==> src/rtl/ps2_pkg.sv <==
// Shared definitions for the PS/2 keyboard receiver: frame FSM encoding,
// scan-code constants and the mapping from codes to game keys.
package ps2_pkg;

  localparam int TIMEOUT_CYC_DEF = 100000;
  localparam int FILT_LEN_DEF    = 8;

  typedef enum logic [1:0] {
    ST_IDLE,
    ST_DATA,
    ST_PARITY,
    ST_STOP
  } rx_state_e;

  localparam logic [7:0] SC_EXT       = 8'hE0;
  localparam logic [7:0] SC_BRK       = 8'hF0;
  localparam logic [7:0] SC_LEFT_EXT  = 8'h6B;
  localparam logic [7:0] SC_RIGHT_EXT = 8'h74;
  localparam logic [7:0] SC_JUMP_EXT  = 8'h75;
  localparam logic [7:0] SC_LEFT      = 8'h1C;
  localparam logic [7:0] SC_RIGHT     = 8'h23;
  localparam logic [7:0] SC_JUMP      = 8'h29;
  localparam logic [7:0] SC_START     = 8'h5A;

  typedef enum logic [2:0] {
    KEY_NONE,
    KEY_LEFT,
    KEY_RIGHT,
    KEY_JUMP,
    KEY_START
  } key_id_e;

  // Extended codes (after E0) and plain codes live in separate tables.
  function automatic key_id_e map_key(input logic ext, input logic [7:0] code);
    key_id_e id;
    id = KEY_NONE;
    if (ext) begin
      case (code)
        SC_LEFT_EXT:  id = KEY_LEFT;
        SC_RIGHT_EXT: id = KEY_RIGHT;
        SC_JUMP_EXT:  id = KEY_JUMP;
        default:      id = KEY_NONE;
      endcase
    end else begin
      case (code)
        SC_LEFT:  id = KEY_LEFT;
        SC_RIGHT: id = KEY_RIGHT;
        SC_JUMP:  id = KEY_JUMP;
        SC_START: id = KEY_START;
        default:  id = KEY_NONE;
      endcase
    end
    return id;
  endfunction

endpackage

==> src/rtl/ps2_rx_frame.sv <==
// PS/2 frame receiver: synchronises the keyboard lines, deglitches the clock,
// and assembles 11-bit frames into bytes with parity/stop/timeout checking.
module ps2_rx_frame
  import ps2_pkg::*;
#(
  parameter int TIMEOUT_CYC = TIMEOUT_CYC_DEF,
  parameter int FILT_LEN    = FILT_LEN_DEF
) (
  input  logic       clk,
  input  logic       rstn,
  input  logic       ps2_clk,
  input  logic       ps2_data,
  output logic [7:0] byte_data,
  output logic       byte_valid,
  output logic       byte_err
);

  localparam int FCW = $clog2(FILT_LEN + 1);
  localparam int TCW = $clog2(TIMEOUT_CYC + 1);

  logic [1:0]     clk_sync;
  logic [1:0]     data_sync;
  logic [FCW-1:0] filt_cnt;
  logic           filt_clk;
  logic           filt_prev;
  logic           strobe;
  logic           bit_in;

  rx_state_e      state;
  logic [7:0]     shift;
  logic [2:0]     bit_cnt;
  logic           par_ok;
  logic [TCW-1:0] tmo_cnt;
  logic           tmo_hit;
  logic           stop_strobe;

  always_ff @(posedge clk) begin
    if (!rstn) begin
      clk_sync  <= 2'b11;
      data_sync <= 2'b11;
    end else begin
      clk_sync  <= {clk_sync[0], ps2_clk};
      data_sync <= {data_sync[0], ps2_data};
    end
  end

  // The filtered level only follows after FILT_LEN consecutive disagreeing samples.
  always_ff @(posedge clk) begin
    if (!rstn) begin
      filt_cnt  <= '0;
      filt_clk  <= 1'b1;
      filt_prev <= 1'b1;
    end else begin
      filt_prev <= filt_clk;
      if (clk_sync[1] == filt_clk) begin
        filt_cnt <= '0;
      end else if (filt_cnt == FCW'(FILT_LEN - 1)) begin
        filt_clk <= clk_sync[1];
        filt_cnt <= '0;
      end else begin
        filt_cnt <= filt_cnt + 1'b1;
      end
    end
  end

  assign strobe      = filt_prev & ~filt_clk;
  assign bit_in      = data_sync[1];
  assign tmo_hit     = (state != ST_IDLE) && !strobe && (tmo_cnt == TCW'(TIMEOUT_CYC - 1));
  assign stop_strobe = strobe && (state == ST_STOP);

  always_ff @(posedge clk) begin
    if (!rstn) begin
      state   <= ST_IDLE;
      shift   <= '0;
      bit_cnt <= '0;
      par_ok  <= 1'b0;
      tmo_cnt <= '0;
    end else begin
      if (state == ST_IDLE || strobe) begin
        tmo_cnt <= '0;
      end else begin
        tmo_cnt <= tmo_cnt + 1'b1;
      end

      if (tmo_hit) begin
        state   <= ST_IDLE;
        bit_cnt <= '0;
      end else if (strobe) begin
        case (state)
          ST_IDLE: begin
            if (!bit_in) begin
              state   <= ST_DATA;
              bit_cnt <= '0;
            end
          end
          ST_DATA: begin
            shift   <= {bit_in, shift[7:1]};
            bit_cnt <= bit_cnt + 1'b1;
            if (bit_cnt == 3'd7) begin
              state <= ST_PARITY;
            end
          end
          ST_PARITY: begin
            par_ok <= ^{shift, bit_in};
            state  <= ST_STOP;
          end
          ST_STOP: begin
            state <= ST_IDLE;
          end
          default: state <= ST_IDLE;
        endcase
      end
    end
  end

  // Events are flagged in the stop-strobe cycle; the decoder registers them.
  assign byte_data  = shift;
  assign byte_valid = stop_strobe && bit_in && par_ok;
  assign byte_err   = (stop_strobe && !(bit_in && par_ok)) || tmo_hit;

endmodule

==> src/rtl/ps2_key_decoder.sv <==
// PS/2 keyboard decoder: turns received bytes into scan codes and held-key
// levels for left/right/jump plus a start pulse on the first Enter press.
module ps2_key_decoder
  import ps2_pkg::*;
#(
  parameter int TIMEOUT_CYC = TIMEOUT_CYC_DEF,
  parameter int FILT_LEN    = FILT_LEN_DEF
) (
  input  logic       clk,
  input  logic       rstn,
  input  logic       ps2_clk,
  input  logic       ps2_data,
  output logic [7:0] scan_code,
  output logic       scan_valid,
  output logic       frame_err,
  output logic       key_left,
  output logic       key_right,
  output logic       key_jump,
  output logic       key_start
);

  logic [7:0] rx_byte;
  logic       rx_valid;
  logic       rx_err;
  logic       ext;
  logic       brk;
  logic       start_held;
  key_id_e    key_id;

  ps2_rx_frame #(
    .TIMEOUT_CYC (TIMEOUT_CYC),
    .FILT_LEN    (FILT_LEN)
  ) u_rx (
    .clk        (clk),
    .rstn       (rstn),
    .ps2_clk    (ps2_clk),
    .ps2_data   (ps2_data),
    .byte_data  (rx_byte),
    .byte_valid (rx_valid),
    .byte_err   (rx_err)
  );

  assign key_id = map_key(ext, rx_byte);

  // Prefix bytes only arm ext/brk; the next real code consumes and clears them.
  always_ff @(posedge clk) begin
    if (!rstn) begin
      scan_code  <= '0;
      scan_valid <= 1'b0;
      frame_err  <= 1'b0;
      key_left   <= 1'b0;
      key_right  <= 1'b0;
      key_jump   <= 1'b0;
      key_start  <= 1'b0;
      start_held <= 1'b0;
      ext        <= 1'b0;
      brk        <= 1'b0;
    end else begin
      scan_valid <= rx_valid;
      frame_err  <= rx_err;
      key_start  <= 1'b0;
      if (rx_err) begin
        ext <= 1'b0;
        brk <= 1'b0;
      end else if (rx_valid) begin
        if (rx_byte == SC_EXT) begin
          ext <= 1'b1;
        end else if (rx_byte == SC_BRK) begin
          brk <= 1'b1;
        end else begin
          scan_code <= rx_byte;
          ext       <= 1'b0;
          brk       <= 1'b0;
          case (key_id)
            KEY_LEFT:  key_left  <= !brk;
            KEY_RIGHT: key_right <= !brk;
            KEY_JUMP:  key_jump  <= !brk;
            KEY_START: begin
              start_held <= !brk;
              key_start  <= !brk && !start_held;
            end
            default: ;
          endcase
        end
      end
    end
  end

endmodule

==> config.mk <==
export PLATFORM = sky130hd
export DESIGN_NAME = ps2_key_decoder
export DESIGN_NICKNAME = d
export VERILOG_FILES = /design/src/rtl/ps2_pkg.sv /design/src/rtl/ps2_rx_frame.sv /design/src/rtl/ps2_key_decoder.sv
export SDC_FILE = /design/constraint.sdc
export NUM_CORES = 1
export LEC_CHECK = 0
export CORE_MARGIN = 1.5
export CORE_UTILIZATION = 56
export CTS_BUF_LIST = sky130_fd_sc_hd__clkbuf_8
export DETAILED_ROUTE_END_ITERATION = 8
export PLACE_DENSITY = 0.84
export SYNTH_ARGS = -nofsm -noshare
export SYNTH_HDL_FRONTEND = slang
export SYNTH_HIERARCHICAL = 1
export SYNTH_SLANG_ARGS = --single-unit
==> constraint.sdc <==
create_clock -name clk -period 4.55 [get_ports clk]
set_clock_uncertainty 0.1 [all_clocks]
set_input_delay 0.91 -clock clk [delete_from_list [all_inputs] [get_ports clk]]
set_output_delay 0.91 -clock clk [all_outputs]
set_load 0.02 [all_outputs]
# After elaboration in Yosys (flattened, before gate mapping)
# Cells that the tools add are included.
word_totals:
  regBits: 58
  rom_bits: 0
  mem_bits_rw: 0
  n_memories: 0
  elab_cells: 102
  inputBits: 4
  latchBits: 0
op_classes:
  n_addsub: 3
  mul: 0
  reduce_logical: 35
  n_shift: 0
  n_lt_le_gt_ge: 0
  bitwise: 10
  div_mod_pow: 0
  eq_ne: 23
  muxes: 11
ops:
  columns: ["operator", "count"]
  rows:
  - ["== test 8 x 7 -> 1 bit, second input constant", 4]
  - ["AND reduction 5 bit", 4]
  - ["adder 17 x 1 -> 17 bit, second input constant", 1]
  - ["== test 17 bit, second input constant", 1]
  - ["== test 8 x 6 -> 1 bit, second input constant", 2]
  - ["== test 8 bit, second input constant", 2]
  - ["one-hot mux 3 bit (4 select lines)", 1]
  - ["AND reduction 3 bit", 4]
  - ["NOT 1 bit", 9]
  - ["parity 9 bit", 1]
  - ["== test 8 x 5 -> 1 bit, second input constant", 1]
  - ["logical AND 1 bit", 8]
  - ["one-hot mux 2 bit (4 select lines)", 1]
  - ["== test 3 x 2 -> 1 bit, second input constant", 2]
  - ["== test 3 bit, second input constant", 2]
  - ["2-to-1 mux 3 bit", 2]
  - ["one-hot mux 2 bit (3 select lines)", 1]
  - ["one-hot mux 3 bit (2 select lines)", 1]
  - ["AND reduction 2 bit", 3]
  - ["OR reduction 2 bit", 3]
  - ["OR reduction 6 bit", 1]
  - ["adder 4 x 1 -> 4 bit, second input constant", 1]
  - ["== test 2 bit, second input constant", 2]
  - ["== test 4 x 3 -> 1 bit, second input constant", 1]
  - ["15 further kinds", 24]

# Longest topological paths before layout
depth:
  word_depth: 8
  depth_mapped: 10
  ltp_nobuf: 9

# Modules after synthesis
# The synthesis kept the hierarchy.
modules_own_cells:
  columns: ["mod", "cells_each", "n_inst", "area_each_um2", "seq_area_each_um2"]
  rows:
  - ["ps2_rx_frame", 195, 1, 1814.2, 820.8]
  - ["ps2_key_decoder", 83, 1, 815.8, 340.3]

# Worst setup path before layout
# No wires, ideal clock.
synth_path:
  kind: "reg-to-reg"
  start: "register u_rx.filt_clk"
  end: "register key_jump"
  setup_time_ps: 119
  setup_slack_ps: 2502
  path_stages_with_launch: 10
  t_required_ps: 4331
  arrival_ps: 1829
  path_cell_list: "dfxtp_1 > nor2b_1 > clkbuf_1 > nand2_1 > nor2_1 > inv_1 > a311oi_2 > nand2_1 > or3b_1 > mux2i_1"
synth_lines:
  columns: ["item", "line_no", "rtl"]
  rows:
  - ["from (decl)", "ps2_rx_frame.sv:24", "logic filt_clk;"]
  - ["from (signal assigned)", "ps2_rx_frame.sv:58", "filt_clk <= clk_sync[1];"]
  - ["NOT 1 bit", "ps2_rx_frame.sv:66", "assign strobe = filt_prev & ~filt_clk;"]
  - ["bitwise AND 1 bit", "ps2_rx_frame.sv:66", null]
  - ["logical AND 1 bit", "ps2_rx_frame.sv:69", "assign stop_strobe = strobe && (state == ST_STOP);"]
  - ["logical AND 1 bit (2 in a row)", "ps2_rx_frame.sv:118", "assign byte_valid = stop_strobe && bit_in && par_ok;"]
  - ["named net rx_valid", "ps2_key_decoder.sv:23", "logic rx_valid;"]
  - ["AND reduction 5 bit (no line)", null, null]
  - ["to (signal assigned)", "ps2_key_decoder.sv:77", "KEY_JUMP: key_jump <= !brk;"]
  - ["to (decl)", "ps2_key_decoder.sv:18", "output logic key_jump,"]
# The timed path passes the listed nets, and every way through them passes these cells.
# A chain may end at the register's enable or synchronous reset.

# Final worst setup path
# Ends and elaborated chain as after synthesis.

==> impl_metrics.py <==
metrics = {
    "clock_tree": {
        "h-tree-depth": 3,
        "clock_sinks": 58,
        "clkTransAtPathRegs_ns": 0.06,
        "clockBufferDepth": 2,
        "cts_buffers": 9,
        "cts_hold_buf": 0,
        "worstSkewPairLatency_ns": 0.35,
        "cts_resized": 0,
        "root_buffer": "clkbuf_8",
        "cts_tree": "done",
        "cts_setup_buffers": 0,
    },
    "sta": {
        "fin_crit_sh": 0.568,
        "max_freq_ghz": 0.387,
        "setup_tns_ns": 0,
        "maxSlewViolCount": 0,
        "final-setup-viol-count": 0,
        "min_period_ns": 2.59,
        "timing.final.hold_violations": 0,
        "rsz0062_at_grt": "false",
        "tightest_slew_ns": 0.574,
        "slew_headroom": 0.616,
    },
    "worst_setup_path": {
        "worstSetupPathType": "register to register",
        "crit_end": "key_jump",
        "cp-start-kind": "register",
        "rr_worst_depth": 9,
        "rr_startpoint": "u_rx/filt_clk",
        "cp-startpoint": "u_rx/filt_clk",
        "end_kind": "register",
        "crit_fanout": 11,
        "worstPathArrival_ns": 2.72,
        "cp.required_ns": 4.69,
        "regToRegSetupSlack_ns": 1.96,
        "r2r-end": "key_jump",
    },
    "placed_design": {
        "gp_congestion": 0.799,
        "place_area_um2": 2850,
        "portBuffers": 17,
        "dpl.cell_count": 342,
        "dp_hpwl_um": 3170,
    },
    "power": {
        "peakVddDrop_mv": 0.218,
        "report.power.total_uw": 989,
        "leakage_uw": 0.00115,
        "p_per_area_nw_per_um2": 326,
    },
    "detailed_routing": {
        "drtAntennaViolNets": 0,
        "dr.pass1.iters": 6,
        "drt_first_iter_violations": 101,
        "num_vias": 1982,
        "vias_per_cell": 5.57,
        "wl_per_cell_um": 13.6,
        "drc": 0,
        "postRouteWirelength_um": 4830,
    },
    "yosys": {
        "synth_cell_types": 48,
        "syn_area_per_cell_um2": 9.46,
        "synth_area_leaders": "dfxtp_1 44%, mux2i_1 8.0%, nor2_1 5.3%",
        "synth-seq-cells": 58,
        "syn_inst": 278,
        "synth_area_um2": 2630,
        "synth_warnings": 6,
        "synth_top_area_share": 0.441,
        "synth-edff-count": 0,
        "yosys.area.top_type": "dfxtp_1",
        "ys_seq_area_frac": 0.441,
        "syn_nets": 290,
        "postSynth.asyncResetShare": 0,
        "synthFlopType": "dfxtp_1",
    },
    "finish": {
        "num_antenna_cells": 0,
        "fin_nets": 313,
        "num-fill-cells": 351,
        "final_cells": 356,
        "layout-drive-gt1-share": 0.0789,
        "syn2layout_area_growth_pct": 15.5,
        "stdcell_area_um2": 3040,
    },
    "grt": {
        "grt_pass1_vias": 1848,
        "grt_overflow_total": 0,
        "antenna_found_initial": 0,
        "gr-usage-all-layers": 0.210,
        "grt_max_degree": 30,
        "grt_pass1_wl_um": 8240,
    },
    "floorplan": {
        "die_area_um2": 5120,
        "start_util": 0.592,
        "core.rowCount": 24,
        "die_w_um": 71.5,
        "pin_count": 18,
        "coreArea_um2": 4440,
        "die_h_um": 71.5,
    },
    "min_path": {
        "hold_depth": 1,
        "min-delay-start": "u_rx/data_sync[0]",
        "hp-class": "register to register",
    },
    "status": {
        "status": "finished clean",
    },
    "run": {
        "maxCapViolations": 0,
    },
}
layout by cell type (no fill, tap or decap), drive strengths merged, types with 2 or more instances in the layout:
master	count
dfxtp	58
nor2	37
mux2i	21
nand2	17
clkdlybuf4s50	17
nand3	16
xor2	14
clkbuf	11
nor2b	10
nand4	10
nand2b	8
xnor2	8
ha	8
inv	6
and3	6
a21oi	6
nor4	5
and2	3
nand3b	3
a22oi	3
and4	3
o21ai	3
clkinv	3
o211ai	2
buf	2
or3	2
nor4b	2
nor3	2
final cells by class:
class / instances / area (um^2) / share of cell area
well taps: 52 / 65.1 / 0.0214
flip-flops and latches: 58 / 1160 / 0.382
clock buffers: 11 / 151 / 0.0498
repair buffers: 19 / 185 / 0.0610
multi-input cells: 206 / 1410 / 0.464
inverters: 7 / 26.3 / 0.00865
clock inverters: 3 / 40.0 / 0.0132
metrics by stage:
step,utilization,worst slack (ns),hold slack [ns]
detailed placement,0.640,1.77,0.299
CTS,0.684,2.01,0.320
global placement,0.640,1.81,0.304
floorplan,-,2.50,0.286
finish,0.684,1.96,0.317
global route,0.684,1.78,0.337
per-layer routing:
layer	vias up	GRT usage	wire length, um
met5	-	0	0
met4	0	0.0901	102
met3	12	0.104	233
met2	31	0.317	2150
met1	917	0.255	2340
li1	1022	-	-
registers in the layout, summed over array words and instances, names as in the netlist, 2 cells and up:
| name | cells |
|---|---|
| u_rx/clk_sync | 2 |
| u_rx/tmo_cnt | 17 |
| u_rx/bit_cnt | 3 |
| u_rx/state | 2 |
| scan_code | 8 |
| u_rx/data_sync | 2 |
| u_rx/byte_data | 8 |
| u_rx/filt_cnt | 4 |
cells in the mapped netlist (2+ instances only):
library cell / instances
dfxtp_1: 58
nor2_1: 37
mux2i_1: 21
nand2_1: 17
nand3_1: 16
xor2_1: 14
nand4_1: 10
nor2b_1: 10
ha_1: 8
nand2b_1: 8
xnor2_1: 8
and3_1: 6
inv_1: 6
a21oi_1: 5
nor4_1: 5
a22oi_1: 3
and2_1: 3
and4_1: 3
buf_2: 3
clkbuf_1: 3
nand3b_1: 3
o21ai_0: 3
o211ai_1: 2
or3_1: 2
worst min-delay path by stage:
stage,endpoint,slack (ns)
floorplan,u_rx/clk_sync[1],0.29
global placement,u_rx/data_sync[1],0.30
detailed placement,u_rx/clk_sync[1],0.30
CTS,u_rx/data_sync[1],0.32
global route,u_rx/data_sync[1],0.34
finish,u_rx/data_sync[1],0.32
worst max-delay path, stage by stage, from the launching register on:
cell	delay [ns]
dfxtp_1	0.34
nor2b_1	0.42
nand2_1	0.11
nor2_1	0.33
inv_1	0.09
a311oi_2	0.19
buf_4	0.25
nand2_1	0.10
or3b_1	0.40
mux2i_1	0.13
cells by family (layout without fill, tap and decap cells):
| kind of cell | after synthesis | in the layout | synth area share |
|---|---|---|---|
| and+or+nand+nor | 132 | 132 | 0.276 |
| DFF | 58 | 58 | 0.441 |
| xor gates and xnor gates | 23 | 23 | 0.0818 |
| AOI/OAI and AO/OA | 22 | 22 | 0.0599 |
| muxes | 21 | 21 | 0.0799 |
| buffers and inverters | 14 | 40 | 0.0228 |
| adders and majority gates | 8 | 8 | 0.0381 |
where the power goes:
part           switching, uW  internal (uW)  leakage, uW
Combinational           7.63           7.24     0.000585
Sequential              1.33            510     0.000468
Clock                    189            274     0.000101
Note: power is estimated with default switching activity, not from simulation.
